**src/rtl/flag_sequencer_pkg.sv**
```systemverilog
`default_nettype none
// ============================================================================
//  Module   : flag_sequencer_pkg
//  Brief    : Shared constants, state/direction encodings and index helpers
//             for the pride-flag sequencer.
//  Revision : 1.0  initial release
// ============================================================================
package flag_sequencer_pkg;

    localparam int H_ACTIVE   = 640;
    localparam int V_ACTIVE   = 480;
    localparam int FLAG_IDX_W = 4;

    typedef enum logic [0:0] {
        ST_IDLE = 1'b0,
        ST_WIPE = 1'b1
    } seq_state_e;

    typedef enum logic [0:0] {
        DIR_NEXT = 1'b0,
        DIR_PREV = 1'b1
    } seq_dir_e;

    function automatic logic [FLAG_IDX_W-1:0] flag_wrap_inc(
        input logic [FLAG_IDX_W-1:0] idx,
        input int                    num_flags
    );
        return (idx == FLAG_IDX_W'(num_flags - 1)) ? '0 : idx + 1'b1;
    endfunction

    function automatic logic [FLAG_IDX_W-1:0] flag_wrap_dec(
        input logic [FLAG_IDX_W-1:0] idx,
        input int                    num_flags
    );
        return (idx == '0) ? FLAG_IDX_W'(num_flags - 1) : idx - 1'b1;
    endfunction

    function automatic logic [FLAG_IDX_W-1:0] flag_step(
        input logic [FLAG_IDX_W-1:0] idx,
        input seq_dir_e              dir,
        input int                    num_flags
    );
        return (dir == DIR_NEXT) ? flag_wrap_inc(idx, num_flags)
                                 : flag_wrap_dec(idx, num_flags);
    endfunction

endpackage
`default_nettype wire

```
**src/rtl/flag_seq_debounce.sv**
```systemverilog
`default_nettype none
// ============================================================================
//  Module   : flag_seq_debounce
//  Brief    : Frame-sampled button debouncer; emits a one-cycle pulse on the
//             frame_start where the debounced level rises.
//  Revision : 1.0  initial release
// ============================================================================
module flag_seq_debounce
    import flag_sequencer_pkg::*;
#(
    parameter int DEBOUNCE_FRAMES = 4
) (
    input  logic clk,
    input  logic reset,
    input  logic i_frame_start,
    input  logic i_btn_raw,
    output logic o_rise
);

    localparam int                 c_cnt_w    = (DEBOUNCE_FRAMES > 1) ? $clog2(DEBOUNCE_FRAMES) : 1;
    localparam logic [c_cnt_w-1:0] c_cnt_last = c_cnt_w'(DEBOUNCE_FRAMES - 1);

    logic               r_sync1;
    logic               r_sync2;
    logic               r_level;
    logic [c_cnt_w-1:0] r_cnt;
    logic               w_differs;
    logic               w_settle;

    // r_cnt counts prior consecutive samples that disagree with r_level
    assign w_differs = r_sync2 ^ r_level;
    assign w_settle  = i_frame_start && w_differs && (r_cnt == c_cnt_last);
    assign o_rise    = w_settle && r_sync2;

    always_ff @(posedge clk) begin
        if (reset) begin
            r_sync1 <= 1'b0;
            r_sync2 <= 1'b0;
            r_level <= 1'b0;
            r_cnt   <= '0;
        end else begin
            r_sync1 <= i_btn_raw;
            r_sync2 <= r_sync1;
            if (i_frame_start) begin
                if (!w_differs) begin
                    r_cnt <= '0;
                end else if (w_settle) begin
                    r_level <= r_sync2;
                    r_cnt   <= '0;
                end else begin
                    r_cnt <= r_cnt + 1'b1;
                end
            end
        end
    end

endmodule
`default_nettype wire

```
**src/rtl/flag_sequencer.sv**
```systemverilog
`default_nettype none
// ============================================================================
//  Module   : flag_sequencer
//  Brief    : Selects the displayed pride flag and wipes between flags one
//             step per frame. Optional WIPE_DITHER_EN adds a checkerboard edge.
//  Revision : 1.0  initial release
// ============================================================================
module flag_sequencer
    import flag_sequencer_pkg::*;
#(
    parameter int NUM_FLAGS       = 16,
    parameter int HOLD_FRAMES     = 256,
    parameter int WIPE_STEP       = 16,
    parameter int DEBOUNCE_FRAMES = 4
) (
    input  logic                  clk,
    input  logic                  reset,
    input  logic                  frame_start,
    input  logic [9:0]            pix_x,
    input  logic [9:0]            pix_y,
    input  logic                  btn_next,
    input  logic                  btn_prev,
    input  logic                  auto_en,
    output logic [FLAG_IDX_W-1:0] flag_cur,
    output logic [FLAG_IDX_W-1:0] flag_nxt,
    output logic                  show_nxt,
    output logic                  busy
);

    localparam int                  c_hold_w    = (HOLD_FRAMES > 1) ? $clog2(HOLD_FRAMES) : 1;
    localparam logic [c_hold_w-1:0] c_hold_last = c_hold_w'(HOLD_FRAMES - 1);
    localparam logic [10:0]         c_step      = 11'(WIPE_STEP);
    localparam logic [10:0]         c_h_active  = 11'(H_ACTIVE);

    seq_state_e            r_state,    w_state_nxt;
    logic [FLAG_IDX_W-1:0] r_flag_cur, w_flag_cur_nxt;
    logic [FLAG_IDX_W-1:0] r_flag_nxt, w_flag_nxt_nxt;
    logic [9:0]            r_wipe_pos, w_wipe_pos_nxt;
    logic [c_hold_w-1:0]   r_hold_cnt, w_hold_cnt_nxt;
    logic                  r_pending,  w_pending_nxt;
    seq_dir_e              r_pend_dir, w_pend_dir_nxt;

    logic                  w_req_next;
    logic                  w_req_prev;
    logic                  w_req_man;
    seq_dir_e              w_req_dir;
    logic [10:0]           w_wipe_sum;
    logic                  w_start;
    seq_dir_e              w_start_dir;
    logic [FLAG_IDX_W-1:0] w_start_base;

    flag_seq_debounce #(.DEBOUNCE_FRAMES(DEBOUNCE_FRAMES)) u_deb_next (
        .clk           (clk),
        .reset         (reset),
        .i_frame_start (frame_start),
        .i_btn_raw     (btn_next),
        .o_rise        (w_req_next)
    );

    flag_seq_debounce #(.DEBOUNCE_FRAMES(DEBOUNCE_FRAMES)) u_deb_prev (
        .clk           (clk),
        .reset         (reset),
        .i_frame_start (frame_start),
        .i_btn_raw     (btn_prev),
        .o_rise        (w_req_prev)
    );

    assign w_req_man  = w_req_next || w_req_prev;
    assign w_req_dir  = w_req_next ? DIR_NEXT : DIR_PREV;
    assign w_wipe_sum = {1'b0, r_wipe_pos} + c_step;

    always_ff @(posedge clk) begin
        if (reset) begin
            r_state    <= ST_IDLE;
            r_flag_cur <= '0;
            r_flag_nxt <= '0;
            r_wipe_pos <= '0;
            r_hold_cnt <= '0;
            r_pending  <= 1'b0;
            r_pend_dir <= DIR_NEXT;
        end else begin
            r_state    <= w_state_nxt;
            r_flag_cur <= w_flag_cur_nxt;
            r_flag_nxt <= w_flag_nxt_nxt;
            r_wipe_pos <= w_wipe_pos_nxt;
            r_hold_cnt <= w_hold_cnt_nxt;
            r_pending  <= w_pending_nxt;
            r_pend_dir <= w_pend_dir_nxt;
        end
    end

    always_comb begin
        w_state_nxt    = r_state;
        w_flag_cur_nxt = r_flag_cur;
        w_flag_nxt_nxt = r_flag_nxt;
        w_wipe_pos_nxt = r_wipe_pos;
        w_hold_cnt_nxt = r_hold_cnt;
        w_pending_nxt  = r_pending;
        w_pend_dir_nxt = r_pend_dir;
        w_start        = 1'b0;
        w_start_dir    = DIR_NEXT;
        w_start_base   = r_flag_cur;

        if (frame_start) begin
            case (r_state)
                ST_IDLE: begin
                    // A fresh button press overrides any queued request
                    if (w_req_man) begin
                        w_start       = 1'b1;
                        w_start_dir   = w_req_dir;
                        w_start_base  = r_flag_cur;
                        w_pending_nxt = 1'b0;
                    end else if (r_pending) begin
                        w_start       = 1'b1;
                        w_start_dir   = r_pend_dir;
                        w_start_base  = r_flag_nxt;
                        w_pending_nxt = 1'b0;
                    end else if (auto_en) begin
                        if (r_hold_cnt == c_hold_last) begin
                            w_start      = 1'b1;
                            w_start_dir  = DIR_NEXT;
                            w_start_base = r_flag_cur;
                        end else begin
                            w_hold_cnt_nxt = r_hold_cnt + 1'b1;
                        end
                    end else begin
                        w_hold_cnt_nxt = '0;
                    end
                end
                ST_WIPE: begin
                    if (w_req_man) begin
                        w_pending_nxt  = 1'b1;
                        w_pend_dir_nxt = w_req_dir;
                    end
                    if (w_wipe_sum >= c_h_active) begin
                        w_flag_cur_nxt = r_flag_nxt;
                        w_wipe_pos_nxt = '0;
                        w_state_nxt    = ST_IDLE;
                    end else begin
                        w_wipe_pos_nxt = w_wipe_sum[9:0];
                    end
                end
                default: w_state_nxt = ST_IDLE;
            endcase
        end

        if (w_start) begin
            w_flag_nxt_nxt = flag_step(w_start_base, w_start_dir, NUM_FLAGS);
            w_hold_cnt_nxt = '0;
            w_wipe_pos_nxt = '0;
            w_state_nxt    = ST_WIPE;
        end
    end

    logic w_in_wipe;
    logic w_hard;
    logic w_dither;
    logic w_unused_pix_y;

    assign w_in_wipe = (r_state == ST_WIPE);
    assign w_hard    = (pix_x < r_wipe_pos);

`ifdef WIPE_DITHER_EN
    logic [10:0] w_edge_end;
    assign w_edge_end     = {1'b0, r_wipe_pos} + 11'd8;
    assign w_dither       = !w_hard && ({1'b0, pix_x} < w_edge_end) && (pix_x[0] ^ pix_y[0]);
    assign w_unused_pix_y = ^pix_y[9:1];
`else
    assign w_dither       = 1'b0;
    assign w_unused_pix_y = ^pix_y;
`endif

    assign show_nxt = w_in_wipe && (w_hard || w_dither);
    assign busy     = w_in_wipe;
    assign flag_cur = r_flag_cur;
    assign flag_nxt = r_flag_nxt;

endmodule
`default_nettype wire

```
**config.mk**
```make
export PLATFORM = sky130hd
export DESIGN_NAME = flag_sequencer
export DESIGN_NICKNAME = d
export VERILOG_FILES = /design/src/rtl/flag_sequencer_pkg.sv /design/src/rtl/flag_seq_debounce.sv /design/src/rtl/flag_sequencer.sv
export SDC_FILE = /design/constraint.sdc
export NUM_CORES = 1
export LEC_CHECK = 0
export BUFFER_PORTS_ARGS = -buffer_cell sky130_fd_sc_hd__buf_4
export CAP_MARGIN = 20
export CORE_AREA = 2 2 71 73
export DETAILED_ROUTE_END_ITERATION = 10
export DIE_AREA = 0 0 73 75
export PLACE_DENSITY_LB_ADDON = 0.15
export SETUP_SLACK_MARGIN = 0.4
export SLEW_MARGIN = 20
export SYNTH_ARGS = -nofsm -noshare
export SYNTH_HDL_FRONTEND = slang
export SYNTH_HIERARCHICAL = 1
export SYNTH_SLANG_ARGS = --single-unit
export TNS_END_PERCENT = 10
```
**constraint.sdc**
```tcl
create_clock -name clk -period 6.5 [get_ports clk]
set_input_delay 0 -clock clk [delete_from_list [all_inputs] [get_ports clk]]
set_output_delay 0 -clock clk [all_outputs]
set_load 0.01 [all_outputs]
```
==> results.json <==
{
  "outcome": "complete, no violations",
  "finalInstanceArea_sq_um": 2360,
  "grt_pass1_vias": 1565,
  "dpl.hpwl_mm": 2.87,
  "clock_skew_ps": 5.36,
  "maxCapViolCount": 0,
  "regToRegSetupSlack_ps": 3940,
  "syn_inst": 232,
  "cp.arrival_ps": 2730,
  "numCtsBuffers": 5,
  "yosysTopAreaCell": "dfxtp_1",
  "yosys_warnings": 6,
  "fp.coreArea_sq_um": 4660,
  "grtUsageMet1": 0.211,
  "hold_class": "primary input to flop",
  "drv_slew": 0,
  "reg2regPathDepth": 11,
  "dp_worst_setup_slack_ps": 3960,
  "synth-async-reset-ratio": 0,
  "dr.pass1.iters": 4,
  "finalSetupTns_ps": 0,
  "met2_usage": 0.260,
  "synth_area_sq_um": 2070,
  "ioPinCount": 36,
  "clk_transition_reported_paths_ps": 70,
  "hold_viol_final": 0,
  "nets": 295,
  "fillers": 471,
  "vias": 1706,
  "n_antenna_cell": 0,
  "reg2reg_from": "u_deb_next/r_cnt[0]$_SDFFE_PP0P_",
  "synth_edf_count": 0,
  "postSynthAreaPerCell_sq_um": 8.91,
  "post_drt_wl_per_cell_um": 13.1,
  "start_util": 0.444,
  "synth_area_leaders": "dfxtp_1 (34%), ha_1 (7.9%), xnor2_1 (5.9%)",
  "clockBufferDepth": 2,
  "setup_viol_count_final": 0,
  "crit_type": "flop to flop",
  "use_met3": 0.0402,
  "synth.net_count": 271,
  "finalPower_uw": 400,
  "cp.required_ps": 6670,
  "clock_sinks": 35,
  "drt_iter0_markers": 76,
  "crit_fanout": 8,
  "fp.dieArea_sq_um": 5480,
  "ir_drop_uv": 114,
  "layout_setup_ws_ps": 3940,
  "p_leak_nw": 0.897,
  "ys_types": 56,
  "grt_max_degree": 30,
  "seq_area_sq_um": 701,
  "yosysMostFrequentCell": "dfxtp_1",
  "grt-ovfl-total": 0,
  "start_kind": "flop",
  "root_buffer": "clkbuf_8",
  "vias_per_cell": 5.50,
  "route.detailed.drc": 0,
  "max_clock_freq_mhz": 391,
  "synth.top_cells.by_count": "dfxtp_1 (35), nor2_1 (27), inv_1 (15)",
  "numPortBuffers": 21,
  "die_h_um": 75,
  "dpl_cell_area_sq_um": 2250,
  "synth-main-ff-cell": "dfxtp_1",
  "fp.dieW_um": 73,
  "synth_top_cell_area_share": 0.339,
  "syn_to_final_growth_pct": 14.1,
  "drive_above_1_share": 0.180,
  "slew_headroom": 0.467,
  "grt_pass1_wl_mm": 6.98,
  "period_needed_ps": 2560,
  "ant_nets": 0,
  "post-route-period-util": 0.394,
  "rsz0062_at_grt": "false",
  "tritoncts": "yes",
  "endpoint": "flag_nxt[3]$_SDFFE_PP0P_",
  "track_usage": 0.162,
  "yosysSeqAreaShare": 0.339,
  "gp_congestion": 0.771,
  "totalWireLength_mm": 4.05,
  "ys_seq_elements": 35,
  "cts_resized": 0,
  "multi_input_area_sq_um": 1270,
  "antenna_found_initial": 0,
  "tightest_slew_ps": 798,
  "end_kind": "flop",
  "p_per_area_nw_per_um2": 169,
  "crit_path_start": "u_deb_next/r_cnt[0]$_SDFFE_PP0P_",
  "worst_skew_pair.late_latency_ps": 280,
  "num_rows": 25,
  "busiest_layer": "met2",
  "cts_max_level": 2,
  "r2r-end": "flag_nxt[3]$_SDFFE_PP0P_"
}
## stage by stage
stage,hold slack (ps),util,instances
after floorplan,69.1,-,232
after global placement,216,0.483,301
after detailed placement,219,0.483,301
after CTS,10.8,0.506,310
after global routing,32.2,0.506,310
final,16.1,0.506,310
## power by group
group          internal [mW]  leakage (nW)  switching (mW)
clock                 0.0831        0.0470          0.0754
combinational         0.0109         0.567          0.0123
sequential             0.217         0.283         0.00147
## registers in the layout, summed over array words and instances (netlist names)
signal,count
busy,1
flag_cur,4
flag_nxt,4
r_hold_cnt,8
r_pend_dir,1
r_pending,1
r_wipe_pos,6
u_deb_next/r_cnt,2
u_deb_next/r_level,1
u_deb_next/r_sync1,1
u_deb_next/r_sync2,1
u_deb_prev/r_cnt,2
u_deb_prev/r_level,1
u_deb_prev/r_sync1,1
u_deb_prev/r_sync2,1
## routing by layer
layer  part of all wire  routed length (um)  vias to the layer above
met5                  0                   0                        -
met2               0.45                1820                       33
met3              0.034                 137                        6
met1               0.50                2030                      782
li1                   -                   -                      885
met4              0.016                  65                        0
## cell usage in the layout (no fill, tap or decap), types with 2 or more instances in the layout
cell / n
dfxtp_1: 35
nand3_1: 6
a21oi_1: 10
o32ai_1: 3
a211oi_1: 3
nor3_1: 8
nor2_1: 27
inv_1: 15
or3b_2: 2
a22oi_1: 2
nand4_1: 5
or4b_1: 3
nor4_1: 2
xnor2_1: 14
o21a_1: 3
dlygate4sd3_1: 2
buf_4: 21
ha_1: 13
nor2b_1: 6
and4b_2: 2
o21ai_0: 4
nand2_1: 13
mux2i_1: 8
xor2_1: 3
o21ai_1: 2
clkbuf_8: 6
a21bo_2: 2
o31ai_1: 3
o2111ai_1: 2
nor3_2: 2
a311oi_1: 2
nor4b_1: 2
## critical path: stages, from the launching register on
cell	delay, ps
dfxtp_1	330
ha_1	240
and4b_2	300
nor2_1	260
nand3_4	180
mux2i_1	210
inv_1	90
ha_1	180
inv_1	50
a221o_1	310
o31ai_1	210
o32ai_1	100
## worst min path at each step
| stage | startpoint | end | slack (ps) | cells after the start |
|---|---|---|---|---|
| after floorplan | reset | u_deb_next/r_level$_SDFFE_PP0P_ | 70 | 1 |
| after global placement | btn_prev | u_deb_prev/r_sync1$_SDFF_PP0_ | 220 | 2 |
| after detailed placement | btn_next | u_deb_next/r_sync1$_SDFF_PP0_ | 220 | 2 |
| after CTS | auto_en | r_hold_cnt[1]$_SDFFE_PP0P_ | 10 | 3 |
| after global routing | auto_en | r_hold_cnt[1]$_SDFFE_PP0P_ | 30 | 3 |
| final | auto_en | r_hold_cnt[1]$_SDFFE_PP0P_ | 20 | 3 |
## final cells by class
cell class                 instances  share of cell area
multi-input combinational        176               0.538
sequential                        35               0.297
timing repair buffer              23              0.0753
clock buffer                       6              0.0350
tap                               54              0.0286
inverter                          15              0.0239
clock inverter                     1             0.00212
## cell families after synthesis
family,after synthesis,share of synthesized area
AOI/OAI and AO/OA,47,0.169
muxes,8,0.0387
adders and majority gates,13,0.0786
DFF,35,0.339
and+or+nand+nor,91,0.255
buffers and inverters,21,0.0472
xor gates and xnor gates,17,0.0720
## repair_timing
| action | in CTS | in global routing |
|---|---|---|
| hold endpoints to repair | 2 | 0 |
| setup buffers | 0 | 0 |
| hold buffers | 2 | 0 |
No activity file was read; power rests on OpenSTA's default activity.
